[config.mk]
export PLATFORM = sky130hd
export DESIGN_NAME = sdram_init_monitor
export DESIGN_NICKNAME = d
export VERILOG_FILES = /design/src/rtl/sdram_mon_pkg.sv /design/src/rtl/sdram_cmd_decode.sv /design/src/rtl/sdram_init_monitor.sv
export SDC_FILE = /design/constraint.sdc
export NUM_CORES = 1
export LEC_CHECK = 0
export BUFFER_PORTS_ARGS = -buffer_cell sky130_fd_sc_hd__clkbuf_2
export CAP_MARGIN = 20
export CORE_ASPECT_RATIO = 0.8
export CORE_MARGIN = 5
export CORE_UTILIZATION = 37
export DETAILED_ROUTE_END_ITERATION = 8
export RECOVER_POWER = 100
export SETUP_SLACK_MARGIN = 0.05
export SYNTH_ARGS = -nofsm -noshare
export SYNTH_HDL_FRONTEND = slang
export SYNTH_SLANG_ARGS = --single-unit
[constraint.sdc]
create_clock -name sdram_clk -period 3.9 [get_ports sdram_clk]
set_input_delay 0.39 -clock sdram_clk [delete_from_list [all_inputs] [get_ports sdram_clk]]
set_output_delay 0.39 -clock sdram_clk [all_outputs]
set_load 0.02 [all_outputs]
[src/rtl/sdram_mon_pkg.sv]
// Shared types for the SDRAM protocol monitors: command decode, error codes
// and the init-sequence state encoding.
package sdram_mon_pkg;

  typedef enum logic [2:0] {
    CMD_NOP,
    CMD_PRE,
    CMD_AR,
    CMD_LMR,
    CMD_ILLEGAL
  } cmd_e;

  typedef enum logic [3:0] {
    ERR_NONE        = 4'd0,
    ERR_ILLEGAL_CMD = 4'd1,
    ERR_TRP         = 4'd2,
    ERR_TRFC        = 4'd3,
    ERR_AR_COUNT    = 4'd4,
    ERR_TMRD        = 4'd5,
    ERR_EARLY_DONE  = 4'd6,
    ERR_TIMEOUT     = 4'd7,
    ERR_CKE_LOW     = 4'd8
  } err_e;

  typedef enum logic [2:0] {
    S_WAIT_PRE,
    S_WAIT_AR,
    S_AR_LOOP,
    S_WAIT_DONE,
    S_DONE,
    S_ERROR
  } state_e;

  // {cs_n,ras_n,cas_n,we_n}; deselect is a NOP regardless of the other pins
  function automatic cmd_e decode_cmd(input logic cs_n, input logic ras_n,
                                      input logic cas_n, input logic we_n);
    cmd_e c;
    if (cs_n) begin
      c = CMD_NOP;
    end else begin
      case ({ras_n, cas_n, we_n})
        3'b111:  c = CMD_NOP;
        3'b010:  c = CMD_PRE;
        3'b001:  c = CMD_AR;
        3'b000:  c = CMD_LMR;
        default: c = CMD_ILLEGAL;
      endcase
    end
    return c;
  endfunction

endpackage

[src/rtl/sdram_cmd_decode.sv]
// Combinational SDRAM command-pin decoder, shared by the protocol monitors.
module sdram_cmd_decode
  import sdram_mon_pkg::*;
(
  input  logic i_cs_n,
  input  logic i_ras_n,
  input  logic i_cas_n,
  input  logic i_we_n,
  output cmd_e o_cmd
);

  assign o_cmd = decode_cmd(i_cs_n, i_ras_n, i_cas_n, i_we_n);

endmodule

[src/rtl/sdram_init_monitor.sv]
// Checks the SDRAM power-up sequence (PRE, NUM_AR x AR, LMR, init_done) and
// its tRP/tRFC/tMRD timing; reports a sticky pass or a sticky coded failure.
module sdram_init_monitor
  import sdram_mon_pkg::*;
#(
  parameter int unsigned T_RP       = 3,
  parameter int unsigned T_RFC      = 7,
  parameter int unsigned NUM_AR     = 8,
  parameter int unsigned T_MRD      = 2,
  parameter int unsigned T_DONE_MAX = 16,
  parameter int unsigned T_PRE_MAX  = 200,
  parameter int unsigned CNT_W      = 8
) (
  input  logic             sdram_clk,
  input  logic             sdram_resetn,
  input  logic             sdr_cke,
  input  logic             sdr_cs_n,
  input  logic             sdr_ras_n,
  input  logic             sdr_cas_n,
  input  logic             sdr_we_n,
  input  logic             sdr_init_done,
  output logic             init_ok,
  output logic             init_err,
  output logic [3:0]       err_code,
  output logic [CNT_W-1:0] ar_count,
  output logic             busy
);

  localparam logic [CNT_W-1:0] L_RP       = CNT_W'(T_RP);
  localparam logic [CNT_W-1:0] L_RFC      = CNT_W'(T_RFC);
  localparam logic [CNT_W-1:0] L_NUM_AR   = CNT_W'(NUM_AR);
  localparam logic [CNT_W-1:0] L_MRD      = CNT_W'(T_MRD);
  localparam logic [CNT_W-1:0] L_DONE_MAX = CNT_W'(T_DONE_MAX);
  localparam logic [CNT_W-1:0] L_PRE_MAX  = CNT_W'(T_PRE_MAX);

  cmd_e             w_cmd;
  state_e           r_state;
  err_e             r_err;
  err_e             w_err;
  logic [CNT_W-1:0] r_gap;
  logic [CNT_W-1:0] w_gap;
  logic [CNT_W-1:0] r_ar_cnt;
  logic             r_done_q;
  logic             r_init_ok;
  logic             r_init_err;
  logic             r_busy;
  logic             w_done_rise;
  logic             w_accept;

  sdram_cmd_decode u_cmd_decode (
    .i_cs_n  (sdr_cs_n),
    .i_ras_n (sdr_ras_n),
    .i_cas_n (sdr_cas_n),
    .i_we_n  (sdr_we_n),
    .o_cmd   (w_cmd)
  );

  // w_gap counts edges since the last accepted command, including this edge
  always_comb begin
    w_gap       = (r_gap == '1) ? r_gap : r_gap + 1'b1;
    w_done_rise = sdr_init_done & ~r_done_q;
    w_accept    = (w_cmd == CMD_PRE) || (w_cmd == CMD_AR) || (w_cmd == CMD_LMR);
    w_err       = ERR_NONE;
    // Checks are written lowest priority first so later assignments win
    case (r_state)
      S_WAIT_PRE: begin
        if (w_gap > L_PRE_MAX) w_err = ERR_TIMEOUT;
        if (w_cmd == CMD_AR || w_cmd == CMD_LMR) w_err = ERR_ILLEGAL_CMD;
      end
      S_WAIT_AR: begin
        if (w_cmd == CMD_AR && w_gap < L_RP) w_err = ERR_TRP;
        if (w_cmd == CMD_PRE || w_cmd == CMD_LMR || w_cmd == CMD_ILLEGAL)
          w_err = ERR_ILLEGAL_CMD;
      end
      S_AR_LOOP: begin
        if (w_cmd == CMD_LMR && r_ar_cnt < L_NUM_AR) w_err = ERR_AR_COUNT;
        if ((w_cmd == CMD_AR || w_cmd == CMD_LMR) && w_gap < L_RFC) w_err = ERR_TRFC;
        if (w_cmd == CMD_PRE || w_cmd == CMD_ILLEGAL) w_err = ERR_ILLEGAL_CMD;
      end
      S_WAIT_DONE: begin
        if (w_gap > L_DONE_MAX) w_err = ERR_TIMEOUT;
        if (w_done_rise && w_gap < L_MRD) w_err = ERR_TMRD;
        if (w_cmd != CMD_NOP) w_err = ERR_ILLEGAL_CMD;
      end
      default: ;
    endcase
    if ((r_state == S_WAIT_PRE || r_state == S_WAIT_AR || r_state == S_AR_LOOP)
        && sdr_init_done)
      w_err = ERR_EARLY_DONE;
    if ((r_state == S_WAIT_AR || r_state == S_AR_LOOP || r_state == S_WAIT_DONE)
        && !sdr_cke)
      w_err = ERR_CKE_LOW;
  end

  always_ff @(posedge sdram_clk or negedge sdram_resetn) begin
    if (!sdram_resetn) begin
      r_state    <= S_WAIT_PRE;
      r_err      <= ERR_NONE;
      r_gap      <= '0;
      r_ar_cnt   <= '0;
      r_done_q   <= 1'b0;
      r_init_ok  <= 1'b0;
      r_init_err <= 1'b0;
      r_busy     <= 1'b1;
    end else begin
      r_done_q <= sdr_init_done;
      r_gap    <= w_accept ? '0 : w_gap;
      if (r_state != S_DONE && r_state != S_ERROR) begin
        if (w_err != ERR_NONE) begin
          r_state    <= S_ERROR;
          r_err      <= w_err;
          r_init_err <= 1'b1;
          r_busy     <= 1'b0;
        end else begin
          case (r_state)
            S_WAIT_PRE:
              if (w_cmd == CMD_PRE) r_state <= S_WAIT_AR;
            S_WAIT_AR:
              if (w_cmd == CMD_AR) begin
                r_ar_cnt <= CNT_W'(1);
                r_state  <= S_AR_LOOP;
              end
            S_AR_LOOP:
              if (w_cmd == CMD_AR) begin
                if (r_ar_cnt != '1) r_ar_cnt <= r_ar_cnt + 1'b1;
              end else if (w_cmd == CMD_LMR) begin
                r_state <= S_WAIT_DONE;
              end
            S_WAIT_DONE:
              if (w_done_rise) begin
                r_state   <= S_DONE;
                r_init_ok <= 1'b1;
                r_busy    <= 1'b0;
              end
            default: ;
          endcase
        end
      end
    end
  end

  assign init_ok  = r_init_ok;
  assign init_err = r_init_err;
  assign err_code = r_err;
  assign ar_count = r_ar_cnt;
  assign busy     = r_busy;

endmodule

==> results.md <==
* Final Cycle Share at 0.896
* Synth Instances at 229
* Layout cell share with drive strength beyond 1 at 0.100
* Top FF cell, synth: dfrtp_1
* Fmax at 286 MHz
* Crit path kind: reg2reg
* DP Cell Count at 296
* Min Clock Period, post-route at 3500 ps
* Via density at 5.86
* Number of synthesized flops with an enable pin at 0
* Cell Int Power at 492 µW
* Starting Density at 0.377
* Die ar. at 0.00661 mm²
* Core area at 0.00498 mm²
* Floorplan row count at 23
* CP cell instances: ha_1 > nand3_1 > o211ai_1 > o21ai_0 > and3_1 > a221oi_1 > or4b_4 > nor2_4 > nand4_2 > o31ai_1
* ANT cells at 0
* Comb pwr share at 0.323
* Status: complete, no violations
* CP top delay family: simple AND/OR/NAND/NOR gates
* CTS root buffer: clkbuf_8
* Flops & latches, synth at 27
* Max incr delay on CP at 550 ps
* Resized Gates After CTS at 0
* Asr flop ratio synth at 1.00
* Syn Area/Cell at 8.20 µm²
* Final hold violation count at 0
* Cell variety after synth at 58
* Final setup viols at 0
* Total GRT Usage at 0.150
* Worst Reg-to-Reg Cells at 10
* Max Cap Viol at 0
* Setup TNS at 0 ps
* Met1 Usage GRT at 0.248
* Hold Crit Class: in2reg
* Die width at 89.7 µm
* FF+latch area at 677 µm²
* TritonCTS clock tree: done
* Gr busiest metal: met1
* Syn Nets at 239
* Max VDD drop at 0.272 mV
* WP data required at 4080 ps
* 1st-iter DRT viols at 126
* Power Total at 818 µW
* Router iterations before antenna repair at 4
* Cell area power density at 405 mW/mm²
* Slowest-stage cell, CP: or4b_4
* Largest net degree at the start of global routing at 28
* Wire per inst at 15.4 µm
* Hold buffers post-CTS at 0
* Non-Filler Instances at 301
* P_sw at 326 µW
* Met3 GRT Util at 0.0359
* Register area share after synthesis at 0.360
* LEAKAGE at 0.000794 µW
* Nets@finish at 250
* Vias in the first global route at 1553
* # H-tree levels at 1
* Mapped Area at 0.00188 mm²
* Clk pwr share at 0.204
* DRC at 0
* CP Launch Type: register
* Clock Skew at 7.56 ps
* Clock sink count at 27
* Worst Hold Slack at 274 ps
* CP endpoint kind: register
* Setup bufs post-CTS at 0
* Warnings from Yosys at 0
* Unrepaired setup endpoints after global routing: false
* DPL Wire Length at 3.48 mm
* Critical path buffer and inverter count at 0
* Initial antenna violation count at 0
* Relative slew slack at 0.00989
* Filler cell count at 526
* Total congestion overflow at 0
* Die Ht at 73.7 µm
* Cts bufs inserted at 3
* Slew @ Worst Pin at 1490 ps
* Reg power frac at 0.474
* CTS clock-pin slew for the worst setup and hold paths at 100 ps
* Routed Wire Length at 4.63 mm
* Met2 GRT Util at 0.190
* Slew Viols, Final at 0
* Area grow syn2layout at 7.66%
* Switching part of the total at 0.398
* Largest buffer count on any clock path at 2
* Max Fanout on Critical Path at 14
* Routability cong. at 0.864
* CP Depth at 10
* Via count at 1765
* Clock latency on the worst-skew pair at 280 ps
* First-pass GRT wire length at 7.73 mm
* Post-DRT Antenna Nets at 0
* IO Port Bufs at 22
* Worst Hold Depth at 1
* Ports at 23
* Multi-input logic area at 0.00110 mm²
* Crit path DAT at 3670 ps
-- layout make-up --
cell class / count / share of cell area
Multi-Input combinational cell: 180 / 0.546
Sequential cell: 27 / 0.335
Timing Repair Buffer: 23 / 0.0464
Tap cell: 62 / 0.0384
Clock buffer: 3 / 0.0204
Inverter: 5 / 0.00928
Clock inverter: 1 / 0.00433
-- through the flow --
| stage | area [µm²] | setup WS (ps) | utilization |
|---|---|---|---|
| floorplan | 1880 | 1080 | - |
| global placement | 1990 | 700 | 0.401 |
| detailed placement | 1990 | 547 | 0.401 |
| CTS | 2040 | 505 | 0.411 |
| global route | 2020 | 131 | 0.406 |
| finish | 2020 | 404 | 0.406 |
-- synthesized netlist by cell type, drive strengths merged, types with 3 or more instances --
| library cell | instances | area share |
|---|---|---|
| dfrtp | 26 | 0.35 |
| nand2 | 26 | 0.052 |
| nor2 | 21 | 0.046 |
| a21oi | 18 | 0.048 |
| nor3 | 12 | 0.032 |
| o21ai | 12 | 0.032 |
| nand3 | 11 | 0.029 |
| clkbuf | 10 | 0.020 |
| a31oi | 7 | 0.023 |
| buf | 7 | 0.018 |
| nand4 | 6 | 0.027 |
| nor4 | 6 | 0.028 |
| and3 | 5 | 0.017 |
| inv | 5 | 0.010 |
| a211oi | 4 | 0.025 |
| a21o | 3 | 0.012 |
| a31o | 3 | 0.014 |
| nand2b | 3 | 0.010 |
| or3 | 3 | 0.013 |
-- final timing paths --
check | slack (ps) | from | to
setup reg to reg | 400 | r_gap[0]$_DFF_PN0_ | ar_count[3]$_DFFE_PN0P_
max in group asynchronous | 2580 | sdram_resetn | ar_count[2]$_DFFE_PN0P_
setup / recovery | 400 | r_gap[0]$_DFF_PN0_ | ar_count[3]$_DFFE_PN0P_
hold / removal | 270 | sdr_init_done | r_done_q$_DFF_PN0_
min in group asynchronous | 450 | sdram_resetn | r_gap[5]$_DFF_PN0_
hold reg to reg | 490 | init_err$_DFFE_PN0P_ | init_err$_DFFE_PN0P_
-- kinds of logic (layout without fill, tap and decap cells) --
kind of cell / count (synthesis) / count (layout) / share of synthesized area
DFF: 27 / 27 / 0.360
xor gates and xnor gates: 4 / 4 / 0.0187
AOI/OAI and AO/OA: 65 / 65 / 0.239
adders and majority gates: 2 / 2 / 0.0133
buffers and inverters: 22 / 32 / 0.0480
and+or+nand+nor: 109 / 109 / 0.321
-- registers in the layout (all words and copies together) (netlist names) --
signal    flops
busy          1
ar_count      8
err_code      4
r_state       3
init_ok       1
init_err      1
r_gap         8
r_done_q      1
-- power groups by stage --
stage | Clock (µW) | Combinational, µW | Sequential (µW)
4_1_cts | 180 | 268 | 386
3_5_place_dp | 0 | 266 | 392
5_1_grt | 189 | 290 | 398
2_1_floorplan | 0 | 215 | 373
3_3_place_gp | 0 | 266 | 392
6_report | 167 | 264 | 387
-- placed cells by master, fill, tap and decap left out, types with 2 or more instances in the layout --
master    instances
a211oi_1          2
a21o_1            3
a21oi_1          18
a31o_2            3
a31oi_1           7
a32oi_1           2
and3_1            5
and4_1            2
clkbuf_1         17
clkbuf_2          5
clkbuf_8          3
dfrtp_1          26
ha_1              2
inv_1             5
nand2_1          26
nand2b_1          3
nand3_1          11
nand4_1           4
nand4_2           2
nor2_1           20
nor2b_1           2
nor3_1           12
nor4_1            5
nor4b_1           2
o21ai_0          12
o22ai_1           2
o31ai_1           2
or2_2             2
or3_1             2
xnor2_1           2
xor2_1            2
-- routing by layer --
layer / vias up / routed length [µm]
met5: - / 0
met4: 0 / 38
met3: 4 / 368
met2: 52 / 1820
met1: 827 / 2410
li1: 882 / -
-- worst reg2reg max path: stages, from the launching register on --
cell and delay, ps:
dfrtp_1 500, ha_1 500, nand3_1 160, o211ai_1 190, o21ai_0 160, and3_1 220
a221oi_1 430, or4b_4 550, nor2_4 260, nand4_2 170, o31ai_1 250
Power figures use the tool's default switching activity.
